==> src/rtl/dut_dbg_target_if.sv <==
// rtl/dut_dbg_target_if.sv - terminal-side debug bus between the user terminal and the DUT responder
interface dut_dbg_target_if;
  logic [15:0] taddr;
  logic [31:0] tdout;
  logic        twe;
  logic        tclk;
  logic [31:0] tdin;
  logic        busy;
  logic        done;

  modport master (
    output taddr, tdout, twe, tclk,
    input  tdin, busy, done
  );

  modport slave (
    input  taddr, tdout, twe, tclk,
    output tdin, busy, done
  );
endinterface

==> src/rtl/dut_dbg_target.sv <==
// rtl/dut_dbg_target.sv - debug register map: scratch RAM, step/write counters, ID and step-driven countdown
module dut_dbg_target #(
  parameter logic [31:0] ID_VALUE = 32'h5554_0001,
  parameter int          RAM_AW   = 4
) (
  input logic             clk,
  input logic             rst,
  dut_dbg_target_if.slave dbg
);
  localparam logic [15:0] A_STEP_CNT  = 16'h0010;
  localparam logic [15:0] A_WR_CNT    = 16'h0011;
  localparam logic [15:0] A_LAST_ADDR = 16'h0012;
  localparam logic [15:0] A_ID        = 16'h0013;
  localparam logic [15:0] A_CD_LOAD   = 16'h0014;
  localparam logic [15:0] A_CD_STAT   = 16'h0015;
  localparam logic [16:0] RAM_WORDS   = 17'(1 << RAM_AW);

  typedef enum logic [1:0] {
    S_IDLE = 2'd0,
    S_RUN  = 2'd1,
    S_DONE = 2'd2
  } state_t;

  state_t      state;
  logic [31:0] remaining;
  logic [31:0] step_cnt;
  logic [31:0] wr_cnt;
  logic [15:0] last_addr;
  logic [31:0] ram [RAM_WORDS];
  logic [31:0] rd_data;
  logic        ram_hit;
  logic        wr_step;
  logic        wr_cd_load;
  logic        wr_cd_stat;

  // RAM only occupies the low block and only as far as RAM_AW reaches
  assign ram_hit    = (dbg.taddr[15:4] == 12'h000) && ({1'b0, dbg.taddr} < RAM_WORDS);
  assign wr_step    = dbg.twe && (dbg.taddr == A_STEP_CNT);
  assign wr_cd_load = dbg.twe && (dbg.taddr == A_CD_LOAD);
  assign wr_cd_stat = dbg.twe && (dbg.taddr == A_CD_STAT);

  always_ff @(posedge clk) begin
    if (dbg.twe && ram_hit) begin
      ram[dbg.taddr[RAM_AW-1:0]] <= dbg.tdout;
    end
  end

  always_comb begin
    rd_data = 32'h0;
    if (ram_hit) begin
      rd_data = ram[dbg.taddr[RAM_AW-1:0]];
    end else begin
      case (dbg.taddr)
        A_STEP_CNT:  rd_data = step_cnt;
        A_WR_CNT:    rd_data = wr_cnt;
        A_LAST_ADDR: rd_data = {16'h0, last_addr};
        A_ID:        rd_data = ID_VALUE;
        A_CD_LOAD:   rd_data = remaining;
        A_CD_STAT:   rd_data = {30'b0, dbg.done, dbg.busy};
        default:     rd_data = 32'h0;
      endcase
    end
  end

  always_ff @(posedge clk or posedge rst) begin
    if (rst) begin
      step_cnt  <= 32'h0;
      wr_cnt    <= 32'h0;
      last_addr <= 16'h0;
      dbg.tdin  <= 32'h0;
    end else begin
      dbg.tdin <= rd_data;
      if (wr_step) begin
        step_cnt <= dbg.tdout;
      end else if (dbg.tclk) begin
        step_cnt <= step_cnt + 32'd1;
      end
      if (dbg.twe) begin
        wr_cnt    <= wr_cnt + 32'd1;
        last_addr <= dbg.taddr;
      end
    end
  end

  // A CD_LOAD write overrides whatever the step pulse would have done this cycle
  always_ff @(posedge clk or posedge rst) begin
    if (rst) begin
      state     <= S_IDLE;
      remaining <= 32'h0;
      dbg.busy  <= 1'b0;
      dbg.done  <= 1'b0;
    end else if (wr_cd_load) begin
      remaining <= dbg.tdout;
      if (dbg.tdout != 32'h0) begin
        state    <= S_RUN;
        dbg.busy <= 1'b1;
        dbg.done <= 1'b0;
      end else begin
        state    <= S_DONE;
        dbg.busy <= 1'b0;
        dbg.done <= 1'b1;
      end
    end else begin
      case (state)
        S_RUN: begin
          if (dbg.tclk) begin
            remaining <= remaining - 32'd1;
            if (remaining == 32'd1) begin
              state    <= S_DONE;
              dbg.busy <= 1'b0;
              dbg.done <= 1'b1;
            end
          end
        end
        S_DONE: begin
          if (wr_cd_stat) begin
            state    <= S_IDLE;
            dbg.done <= 1'b0;
          end
        end
        default: begin
          state    <= S_IDLE;
          dbg.busy <= 1'b0;
          dbg.done <= 1'b0;
        end
      endcase
    end
  end
endmodule

==> src/flat_wrapper.sv <==
// flat-port wrapper written by rule: the top's interface ports become plain ports
module dut_dbg_target_flat 
#(
  parameter logic [31:0] ID_VALUE = 32'h5554_0001,
  parameter int          RAM_AW   = 4
)
  (clk, rst, dbg_taddr, dbg_tdout, dbg_twe, dbg_tclk, dbg_tdin, dbg_busy, dbg_done);
  dut_dbg_target_if dbg_i ();
  input logic clk;
  input logic rst;
  input wire logic [$bits(dbg_i.taddr)-1:0] dbg_taddr;
  input wire logic [$bits(dbg_i.tdout)-1:0] dbg_tdout;
  input wire logic [$bits(dbg_i.twe)-1:0] dbg_twe;
  input wire logic [$bits(dbg_i.tclk)-1:0] dbg_tclk;
  output wire logic [$bits(dbg_i.tdin)-1:0] dbg_tdin;
  output wire logic [$bits(dbg_i.busy)-1:0] dbg_busy;
  output wire logic [$bits(dbg_i.done)-1:0] dbg_done;
  assign dbg_i.taddr = dbg_taddr;
  assign dbg_i.tdout = dbg_tdout;
  assign dbg_i.twe = dbg_twe;
  assign dbg_i.tclk = dbg_tclk;
  assign dbg_tdin = dbg_i.tdin;
  assign dbg_busy = dbg_i.busy;
  assign dbg_done = dbg_i.done;
  dut_dbg_target #(.ID_VALUE(ID_VALUE), .RAM_AW(RAM_AW)) u_core (.clk(clk), .rst(rst), .dbg(dbg_i));
endmodule
==> config.mk <==
export PLATFORM = sky130hd
export DESIGN_NAME = dut_dbg_target_flat
export DESIGN_NICKNAME = d
export VERILOG_FILES = /design/src/rtl/dut_dbg_target_if.sv /design/src/rtl/dut_dbg_target.sv /design/src/flat_wrapper.sv
export SDC_FILE = /design/constraint.sdc
export NUM_CORES = 1
export LEC_CHECK = 0
export ABC_CLOCK_PERIOD_IN_PS = 9300
export CAP_MARGIN = 10
export CORE_MARGIN = 2
export CORE_UTILIZATION = 40
export DETAILED_ROUTE_END_ITERATION = 7
export SLEW_MARGIN = 0
export SYNTH_ARGS = -nofsm -noshare
export SYNTH_HDL_FRONTEND = slang
export SYNTH_SLANG_ARGS = --single-unit
==> constraint.sdc <==
create_clock -name clk -period 9.3 [get_ports clk]
set_clock_uncertainty 0.1 [all_clocks]
set_input_delay 1.86 -clock clk [delete_from_list [all_inputs] [get_ports clk]]
set_output_delay 1.86 -clock clk [all_outputs]
set_load 0.02 [all_outputs]
Yosys cells after proc, flatten, opt, wreduce, memory -nomap -nowiden
Memory sizes are Yosys's and may differ from the RTL's.
Cells that the tools add are included.
Cells by class
  $lt $le $gt $ge: 1
  bitwise operators: 0
  shifts and indexed selects: 0
  multiply operators: 0
  multiplexer cells: 26
  $add $sub $neg: 3
  reduce and logical (&&, ||, !) cells: 13
  div/mod/pow operators: 0
  equality and inequality tests: 13
Operators by type and width (number)
  $mux W32: 6
  $pmux W32 S6: 1
  $eq A16 B5 Y1 const B: 6
  $add A32 B1 Y32 const B: 2
  $eq A32 B1 Y1 const B: 1
  $reduce_bool A32 Y1: 1
  $sub A32 B1 Y32 const B: 1
  $lt A16 B5 Y1 const B: 1
  $logic_not A12 Y1: 1
  $mux W1: 11
  $mux W2: 5
  $ne A3 B1 Y1 const B: 2
  $reduce_and A3 Y1: 2
  $reduce_bool A2 Y1: 3
  $logic_and A1 B1 Y1: 5
  $pmux W1 S2: 2
  $pmux W2 S2: 1
  $ne A3 B2 Y1 const B: 1
  $eq A2 B1 Y1 const B: 1
  $eq A2 B2 Y1 const B: 1
  $ne A2 B1 Y1 const B: 1
  $reduce_and A2 Y1: 1
Word-level totals
  latch bits: 0
  memories: 1
  logic and storage cells: 65
  input bits: 52
  memory bits (read-only): 0
  memory bits (writable): 512
  register bits: 148
Memory list
  u_core.ram: words 16, bits a word 32, rd ports 1, clocked after memory_dff 0, wr ports 1, line dut_dbg_target.sv:29  | logic [31:0] ram [RAM_WORDS];

Depth between registers and ports, before layout
  word-level depth: 5
  depth in mapped cells: 9

Worst setup path before layout
OpenSTA, ideal clock, no wires.
  kind: input -> register
  start: input dbg_taddr[12]
  end: memory u_core.ram[8][0] (enable)
  buffers on the path: 1
  setup time: 0.461 ns
  slack: 3.243 ns
  data required time: 8.739 ns
  arrival: 5.496 ns
  stages on the path: 6
  path through: nor4_1 -> nand2_1 -> nor3_2 -> clkbuf_1 -> nand3_1 -> nor3_1
Between the ends
  word-level cells in the longest chain between the ends: 5
  elaborated cells between the ends (all ways): 6
  classes of those cells: order compare: 1; mux: 2; reduce/logical: 3
Ends and longest elaborated chain
  from (decl): line flat_wrapper.sv:11  | input wire logic [$bits(dbg_i.taddr)-1:0] dbg_taddr;
  $lt A16 B5 Y1 or $logic_not A12 Y1 (tied branches): line dut_dbg_target.sv:37  | assign ram_hit = (dbg.taddr[15:4] == 12'h000) && ({1'b0, dbg.taddr} < RAM_WORDS);
  $logic_and A1 B1 Y1 *: line dut_dbg_target.sv:37
  $logic_and A1 B1 Y1 *: line dut_dbg_target.sv:43  | if (dbg.twe && ram_hit) begin
  $mux W1 *: line dut_dbg_target.sv:43
  $mux W1 (not written as such) *: line dut_dbg_target.sv:44  | ram[dbg.taddr[RAM_AW-1:0]] <= dbg.tdout;
  to (decl): line dut_dbg_target.sv:29
Mark *: on every way between the ends. The rest lies on a longest branch, timed or not.

Worst setup path in the final report
  start: input dbg_taddr[12]
  end: memory u_core.ram[8][13] (enable)
Same word-level chain as after synthesis.

==> results.json <==
{
  "outcome": "complete, but fails checks",
  "violations": "DRC",
  "vias_per_cell": 5.75,
  "boundaryPins": 86,
  "ant_nets": 0,
  "tritoncts": "done",
  "drt_drc_violations_left": 1,
  "synth_cell_type_count": 43,
  "power.density_nw_per_um2": 202,
  "post_cts_hold_buffer_count": 0,
  "io_buffer_count": 85,
  "rr_worst_depth": 5,
  "post-cts-setup-buffers": 0,
  "clock_tree.buffer_depth": 3,
  "power_leakage_nw": 10.6,
  "place_congestion": 0.855,
  "syn-num-nets": 1651,
  "ys_async_sr_fraction_pct": 22.3,
  "post_synth_xor_area_fraction_pct": 3.01,
  "clock-root-buffer": "clkbuf_16",
  "gr-usage-met3_pct": 2.71,
  "fin_ws_ns": 4.17,
  "detail_route.iter0.violations": 1454,
  "drt_pre_antenna_iters": 8,
  "cts_htree_levels": 3,
  "fin_crit_sh_pct": 55.2,
  "cts_repair_resize_count": 0,
  "report.final.hold_viol_count": 0,
  "global_route.usage.met1_pct": 27.1,
  "grt_util_all_layers_pct": 19.5,
  "routed_wire_length_per_instance_microns": 25.6,
  "layout.nets": 1766,
  "slew_at_the_pin_with_the_worst_max_slew_slack_ns": 1.20,
  "setup-tns-final_ns": 0,
  "timing_worst_setup_path_type": "input port to flop",
  "fp.dieArea_sq_um": 69700,
  "hold_path_cell_cnt": 1,
  "post_syn_area_per_cell_sq_um": 16.9,
  "maxSlewHeadroom_pct": 19.5,
  "areaGrowthSynthToFinish_pct": 16.0,
  "grt-busiest-layer": "met2",
  "rows": 95,
  "clock_latency_on_the_worst_skew_pair_ns": 0.61,
  "synthAdderAreaFrac_pct": 0.185,
  "core_region_area_sq_um": 67000,
  "synth_top_family_by_area": "multiplexers",
  "crit_required_ns": 9.45,
  "grt_pass1_vias": 15517,
  "grt_first_pass_wirelength_microns": 101000,
  "die_h_microns": 264,
  "synth-compound-area-share_pct": 4.77,
  "synth_enable_flop_cells": 512,
  "rsz_0062_raised_after_global_routing": "no",
  "timing.critical_path.from_type": "input port",
  "total_power_mw": 6.34,
  "worstHoldPathType": "flop to flop",
  "drt-total-wl_microns": 67400,
  "max_clock_freq_ghz": 0.195,
  "synth_top_flop_cell": "edfxtp_1",
  "synth-warning-count": 0,
  "worst_ir_drop_vdd_mv": 0.110,
  "detailroute.via_count": 15187,
  "number_of_cells_produced_by_synthesis": 1595,
  "effective_utilization_at_floorplan_pct": 40.3,
  "cp_data_arrival_time_ns": 5.28,
  "tritoncts.num_buffers": 67,
  "dpl.hpwl_microns": 39500,
  "synth.ff_latch_count": 659,
  "timing.final.max_slew_violations": 0,
  "path_max_fanout": 28,
  "synth.mux.area_fraction_pct": 13.1,
  "globalRouteOverflowTotal": 0,
  "seq_area_frac_synth_pct": 70.5,
  "grt_max_degree": 84,
  "crit_path_end_kind": "flop",
  "layout_min_cycle_time_ns": 5.13,
  "synth-simple-area-share_pct": 6.99,
  "place_worst_setup_slack_ns": 3.52,
  "initial_antenna_violation_count": 1,
  "x_dimension_of_the_die_microns": 264,
  "path_clk_slew_ns": 0.06,
  "syn-cell-area_sq_um": 27000,
  "gr-usage-met2_pct": 31.9,
  "post_route_cells_drive_above_1_share_pct": 19.7,
  "timing.max_cap.violations": 0,
  "cts.sink_count": 659,
  "setup_violations": 0
}
[cells by family (layout without fill, tap and decap cells)]
group,Yosys count,count (layout)
flops,659,659
simple gates,358,358
compound gates,190,190
mux,190,190
buf+inv,101,271
xor+xnor,93,93
fa+ha+maj,4,4
other cells,0,1
[cell usage after synthesis, types with 12 or more instances]
master,instances,area [sq um]
a211oi_1,22,165
a21oi_1,67,335
a221o_1,44,440
buf_1,12,45.0
buf_2,17,85.1
clkbuf_1,61,229
dfrtp_1,147,3680
edfxtp_1,512,15400
mux2_2,27,304
mux2i_1,35,350
mux4_2,128,2880
nand2_1,67,251
nand3_1,22,110
nand4_1,25,156
nor2_1,80,300
nor2b_1,26,163
nor3_1,30,150
nor3b_1,13,97.6
nor4_1,34,213
o21ai_0,42,210
xnor2_1,71,622
xor2_1,22,193
[power breakdown]
group	leakage, nW	switching, mW	internal (mW)	total [mW]
combinational	2.91	0.198	0.141	0.339
clock	1.08	1.14	1.59	2.73
sequential	6.58	0.0535	3.22	3.27
total	10.6	1.39	4.95	6.34
[worst paths after layout]
kind	from	slack, ns	to
max	dbg_taddr[12]	4.17	u_core.ram[8][13]
min	u_core.last_addr[2]	0.41	u_core.last_addr[2]
max reg2reg	u_core.state[1]	6.43	u_core.remaining[21]
min reg2reg	u_core.last_addr[2]	0.41	u_core.last_addr[2]
min in group asynchronous	rst	1.68	u_core.wr_cnt[27]
max in group asynchronous	rst	6.08	u_core.dbg.tdin[12]
[cell usage in the layout (no fill, tap or decap), types with 27 or more instances in the layout]
| master | synthesis | routed |
|---|---|---|
| edfxtp_1 | 512 | 512 |
| dfrtp_1 | 147 | 147 |
| mux4_2 | 128 | 128 |
| clkdlybuf4s50_1 | 0 | 81 |
| xnor2_1 | 71 | 71 |
| clkbuf_16 | 0 | 68 |
| nand2_1 | 67 | 67 |
| nor2_1 | 80 | 67 |
| a21oi_1 | 67 | 67 |
| buf_4 | 0 | 52 |
| a221o_1 | 44 | 44 |
| o21ai_0 | 42 | 42 |
| mux2i_1 | 35 | 35 |
| nor4_1 | 34 | 34 |
| mux2_2 | 27 | 27 |
[final cells by class]
class | instances | area [sq um]
Clock buffer | 81 | 1770
Fill cell | 5697 | 35700
Inverter | 11 | 46.3
Timing Repair Buffer | 136 | 1230
Sequential cell | 659 | 19100
Antenna cell | 1 | 2.50
Clock inverter | 43 | 449
Multi-Input combinational cell | 835 | 7720
Tap cell | 873 | 1090
[sequential cells by signal (all words and copies together) (netlist names)]
| register | flops |
|---|---|
| u_core.ram | 512 |
| u_core.dbg.tdin | 32 |
| u_core.remaining | 32 |
| u_core.step_cnt | 32 |
| u_core.wr_cnt | 32 |
| u_core.last_addr | 16 |
| u_core.state | 2 |
| u_core.dbg.busy | 1 |
[per-stage QoR]
step           instance area, sq um  utilization (%)  std cells  hold slack [ns]
2_1_floorplan                 27000                -       1595            0.346
3_3_place_gp                  29100             43.5       2514            0.394
3_5_place_dp                  29100             43.5       2514            0.400
4_1_cts                       31400             46.8       2638            0.414
5_1_grt                       31400             46.8       2638            0.424
6_report                      31400             46.8       2639            0.414
[worst max-delay path, cell delays in order]
cell             delay [ns]
clkdlybuf4s50_1        0.42
nor4_1                 0.54
nand2_1                0.20
nor3_4                 0.19
buf_4                  0.37
nand3_1                0.36
nor3_2                 0.80
buf_4                  0.50
[metal layers]
layer / routed length (microns) / share of wire, %
met2: 33000 / 49
met3: 3520 / 5.2
met5: 8 / 0.012
met4: 1500 / 2.2
met1: 29400 / 44
Power figures use the tool's default switching activity.
